--- config.mk ---
export PLATFORM = sky130hd
export DESIGN_NAME = sigma_delta_front
export DESIGN_NICKNAME = d
export VERILOG_FILES = /design/src/rtl/sigma_delta_front.sv
export SDC_FILE = /design/constraint.sdc
export NUM_CORES = 1
export LEC_CHECK = 0
export BUFFER_PORTS_ARGS = -buffer_cell sky130_fd_sc_hd__buf_2
export CORE_ASPECT_RATIO = 0.5
export CORE_MARGIN = 4
export CORE_UTILIZATION = 40
export CTS_CLUSTER_SIZE = 12
export DETAILED_ROUTE_END_ITERATION = 10
export MAX_ROUTING_LAYER = met4
export PLACE_DENSITY = 0.69
export SLEW_MARGIN = 5
export SYNTH_ARGS = -nofsm -noshare
export SYNTH_HDL_FRONTEND = slang
export SYNTH_SLANG_ARGS = --single-unit
--- constraint.sdc ---
create_clock -name clk -period 1.68 [get_ports clk]
set_clock_uncertainty 0.05 [all_clocks]
set_input_delay 0.168 -clock clk [delete_from_list [all_inputs] [get_ports clk]]
set_output_delay 0.168 -clock clk [all_outputs]
set_load 0.02 [all_outputs]
--- src/rtl/sigma_delta_front.sv ---
// Digital front end of the RC sigma-delta ADC.
// Synchronises the comparator, returns the 1-bit feedback to the RC integrator,
// and counts comparator ones over windows of 2^ADC_WIDTH enabled clocks.
// Each completed window's count is presented on raw_data_out with a one-cycle
// sample strobe for the downstream box averager.
module sigma_delta_front #(
    parameter int ADC_WIDTH = 8
) (
    input  logic                 clk,
    input  logic                 rst,
    input  logic                 enable,
    input  logic                 analog_cmp,
    output logic                 analog_out,
    output logic [ADC_WIDTH-1:0] raw_data_out,
    output logic                 sample,
    output logic                 clip
);

    // A full window of ones reaches 2^ADC_WIDTH, one more than raw_data_out can show.
    localparam logic [ADC_WIDTH:0]   FULL_COUNT = {1'b1, {ADC_WIDTH{1'b0}}};
    localparam logic [ADC_WIDTH-1:0] MAX_CODE   = {ADC_WIDTH{1'b1}};

    logic                 cmpS1_q;
    logic                 cmpS2_q;
    logic                 analogOut_q;
    logic [ADC_WIDTH-1:0] wcnt_q;
    logic [ADC_WIDTH-1:0] wcnt_d;
    logic [ADC_WIDTH:0]   acc_q;
    logic [ADC_WIDTH:0]   acc_d;
    logic [ADC_WIDTH:0]   total;
    logic                 terminal;
    logic [ADC_WIDTH-1:0] rawData_q;
    logic [ADC_WIDTH-1:0] rawData_d;
    logic                 sample_q;
    logic                 sample_d;
    logic                 clip_q;
    logic                 clip_d;

    // Two-flop synchroniser; the feedback bit is taken from the first stage so it
    // lines up with the second stage, two clocks after the raw comparator.
    always_ff @(posedge clk or posedge rst) begin
        if (rst) begin
            cmpS1_q     <= 1'b0;
            cmpS2_q     <= 1'b0;
            analogOut_q <= 1'b0;
        end else begin
            cmpS1_q     <= analog_cmp;
            cmpS2_q     <= cmpS1_q;
            analogOut_q <= cmpS1_q;
        end
    end

    // Window sequencing: the terminal edge folds its own bit into the result and
    // restarts the accumulator at zero, so no bit is lost or counted twice.
    // Dropping enable discards the partial window and holds the last result.
    always_comb begin
        total     = acc_q + {{ADC_WIDTH{1'b0}}, cmpS2_q};
        terminal  = (wcnt_q == MAX_CODE);
        wcnt_d    = '0;
        acc_d     = '0;
        rawData_d = rawData_q;
        clip_d    = clip_q;
        sample_d  = 1'b0;
        if (enable) begin
            wcnt_d = wcnt_q + 1'b1;
            if (terminal) begin
                acc_d    = '0;
                sample_d = 1'b1;
                if (total == FULL_COUNT) begin
                    rawData_d = MAX_CODE;
                    clip_d    = 1'b1;
                end else begin
                    rawData_d = total[ADC_WIDTH-1:0];
                    clip_d    = 1'b0;
                end
            end else begin
                acc_d = total;
            end
        end
    end

    // Window counter, accumulator and registered result outputs.
    always_ff @(posedge clk or posedge rst) begin
        if (rst) begin
            wcnt_q    <= '0;
            acc_q     <= '0;
            rawData_q <= '0;
            sample_q  <= 1'b0;
            clip_q    <= 1'b0;
        end else begin
            wcnt_q    <= wcnt_d;
            acc_q     <= acc_d;
            rawData_q <= rawData_d;
            sample_q  <= sample_d;
            clip_q    <= clip_d;
        end
    end

    assign analog_out   = analogOut_q;
    assign raw_data_out = rawData_q;
    assign sample       = sample_q;
    assign clip         = clip_q;

endmodule
==> flow_summary.json <==
{
  "status": "finished with violations",
  "violations": "negative setup slack",
  "critPathBufInv": 0,
  "grt_usage_pct": 15.1,
  "area_growth_pct": 35.6,
  "layout.cells.non_filler": 203,
  "first_pass_iters": 4,
  "htree_num_levels": 2,
  "cap_viol_max_count": 0,
  "grt_setup_unrepaired": "yes",
  "worst_slew_pin_slew_ns": 0.297,
  "fmax_mhz": 587,
  "cts_made_buffers": 5,
  "worstSetupEndpointType": "flip-flop",
  "clock_latency_ns": 0.27,
  "r2r_slack_ns": -0.02,
  "viasPerCell": 5.17,
  "diodes": 0,
  "drc": 0,
  "path_class": "reg -> reg",
  "grt-ovfl-total": 0,
  "synth-edff-count": 0,
  "power_density_mw_per_mm2": 832,
  "totalPowerFinal_mw": 1.47,
  "critPathArrivalTime_ns": 1.81,
  "syn_nets": 128,
  "critical_path.top_delay_family": "simple AND/OR/NAND/NOR gates",
  "filler_cell_count": 254,
  "crit_required_ns": 1.78,
  "period_needed_ns": 1.70,
  "synth_cell_types": 28,
  "finalHoldViolCount": 0,
  "place_inst": 192,
  "via_count": 1050,
  "min_period_over_period_pct": 101,
  "final_common_cell": "dfrtp_1",
  "routed_wl_microns": 2680,
  "die_area_sq_mm": 0.00428,
  "leakagePower_nw": 0.828,
  "cp.depth": 7,
  "startpoint": "analog_out$_DFF_PP0_",
  "startpoint_type": "flip-flop",
  "port_buffers": 14,
  "wl_per_cell_microns": 13.2,
  "ys_top_cells_by_area": "dfrtp_1 (56%), o211ai_2 (4.8%), nand2_1 (4.0%)",
  "fp-row-count": 14,
  "reg2reg_from": "analog_out$_DFF_PP0_",
  "slew_viol_final": 0,
  "antenna_found_initial": 0,
  "clkSinkCount": 29,
  "cts.path.max_buffers": 2,
  "p_sw_share_pct": 23.4,
  "rr_worst_depth": 7,
  "ys_seq_area_share_pct": 55.8,
  "nets": 169,
  "cts_root_buf": "clkbuf_8",
  "hold_path.class": "in -> reg",
  "setup_viol": 5,
  "dpl.hpwl_microns": 1950,
  "synth_async_sr_flop_share_pct": 100,
  "relSlewSlack_pct": 80.0,
  "max_stage_delay_ns": 0.38,
  "yosys_warnings": 0,
  "power_switching_mw": 0.343,
  "comb_power_share_pct": 10.2,
  "synth_seq_cells": 29,
  "ios": 15,
  "coreArea_sq_mm": 0.00307,
  "critPathSlowestCell": "dfrtp_2",
  "final_cell_mix": "dfrtp_1 (28), buf_4 (19), nor2_1 (14), buf_2 (14), nand2_1 (13)",
  "drive_gt1_share_pct": 38.7,
  "cp-endpoint": "raw_data_out[4]$_DFFE_PP0P_",
  "worstReg2RegEnd": "raw_data_out[4]$_DFFE_PP0P_",
  "path_cells": "ha_4, ha_4, nand3_4, or3_4, and3_4, nand4_4, o211ai_2",
  "die_w_microns": 88.7,
  "setup_ws_ns": -0.0247,
  "cts_tree": "built",
  "drt_iter0_markers": 57,
  "post-place-ws_ns": -0.0866,
  "pwr-share-seq_pct": 50.2,
  "gp_congestion": 0.818,
  "die_h_microns": 48.3,
  "grt_max_degree": 24,
  "grt_pass1_vias": 1049,
  "path_max_fanout": 7,
  "initial_core_util_pct": 42.4,
  "p_clk_share_pct": 39.6,
  "synth_flop_cell": "dfrtp_1",
  "yosys.area.top_type": "dfrtp_1",
  "ir_drop_mv": 0.349,
  "synth_area_sq_mm": 0.00130,
  "synthCells": 121,
  "postRouteAntennaNets": 0,
  "crit_top_cell": "ha_4",
  "path_clk_slew_ns": 0.06,
  "yosysTopAreaCellShare_pct": 55.8,
  "internal_power_mw": 1.12,
  "avgSynthCellArea_sq_um": 10.8,
  "grt_pass1_wl_microns": 4710
}
==> per-layer routing <==
metal | wire length, microns | share of wire (%) | up-vias | GRT usage, %
met5 | 0 | 0 | - | -
met1 | 1170 | 43 | 503 | 17.4
met4 | 85 | 3.2 | 0 | 7.54
met2 | 1340 | 50 | 34 | 23.6
met3 | 92 | 3.4 | 13 | 4.75
li1 | - | - | 500 | -
==> state kept, by name (all words and copies together), names as in the netlist <==
name	flops
sample	1
raw_data_out	8
clip	1
wcnt_q	8
cmpS1_q	1
analog_out	1
acc_q	9
==> cells by family after synthesis <==
kind of cell	share of synthesized area (%)
AOI/OAI and AO/OA	9.81
DFF	55.8
buffers and inverters	2.79
and+or+nand+nor	21.3
adders and majority gates	2.88
xor gates and xnor gates	7.40
==> Yosys cell counts (3+ instances only) <==
master    instances
a21oi_1           4
dfrtp_1          29
ha_1              3
inv_1             4
nand2_1          14
nand3_1           9
nor2_1           14
o211ai_2          5
o21ai_0           4
or3_1             5
xnor2_1           5
xor2_1            6
==> power by group through the flow <==
stage                     sequential, mW  combinational [mW]  clock, mW
after global placement             0.749               0.133          0
final                              0.737               0.150      0.581
after detailed placement           0.750               0.138          0
after floorplan                    0.762              0.0716          0
after CTS                          0.737               0.153      0.606
after global routing               0.738               0.167      0.652
==> worst reg2reg max path, cell delays in order, from the launching register on <==
cell and delay [ns]:
dfrtp_2 0.38, ha_4 0.15, ha_4 0.15, nand3_4 0.09
or3_4 0.34, and3_4 0.19, nand4_4 0.12, o211ai_2 0.10
==> what timing repair did <==
action | 4_1_cts | 5_1_grt
hold buffers | 2 | 0
hold endpoints to repair | 7 | 0
setup endpoints to repair | 9 | 9
pin swaps | 13 | 7
gates resized for setup | 4 | 0
buffers inserted | 1 | 0
==> metrics by stage <==
stage | util (%) | TNS [ns] | hold WS, ns | cell area [sq um]
floorplan | - | -0.407 | 0.149 | 1380
global placement | 53.1 | -0.229 | 0.0507 | 1630
detailed placement | 53.1 | -0.609 | 0.0544 | 1630
CTS | 57.6 | -0.426 | 0.0943 | 1760
global route | 57.6 | -0.868 | 0.103 | 1760
finish | 57.6 | -0.103 | 0.104 | 1760
==> worst min path at each step <==
| stage | start | endpoint | slack, ns | cells after the start |
|---|---|---|---|---|
| final | enable | wcnt_q[1]$_DFF_PP0_ | 0.10 | 2 |
| after CTS | enable | wcnt_q[1]$_DFF_PP0_ | 0.09 | 2 |
| after global placement | rst | wcnt_q[2]$_DFF_PP0_ | 0.05 | 2 |
| after floorplan | analog_cmp | cmpS1_q$_DFF_PP0_ | 0.15 | 0 |
| after detailed placement | rst | wcnt_q[2]$_DFF_PP0_ | 0.05 | 2 |
| after global routing | enable | wcnt_q[1]$_DFF_PP0_ | 0.10 | 2 |
==> layout make-up <==
class | instances | area [sq um] | share of cell area, %
Clock buffer | 8 | 90.1 | 5.11
Tap cell | 40 | 50.0 | 2.84
Timing Repair Buffer | 36 | 244 | 13.8
Inverter | 6 | 27.5 | 1.56
Sequential cell | 29 | 727 | 41.2
Multi-Input combinational cell | 84 | 626 | 35.5
No activity file was read; power rests on OpenSTA's default activity.
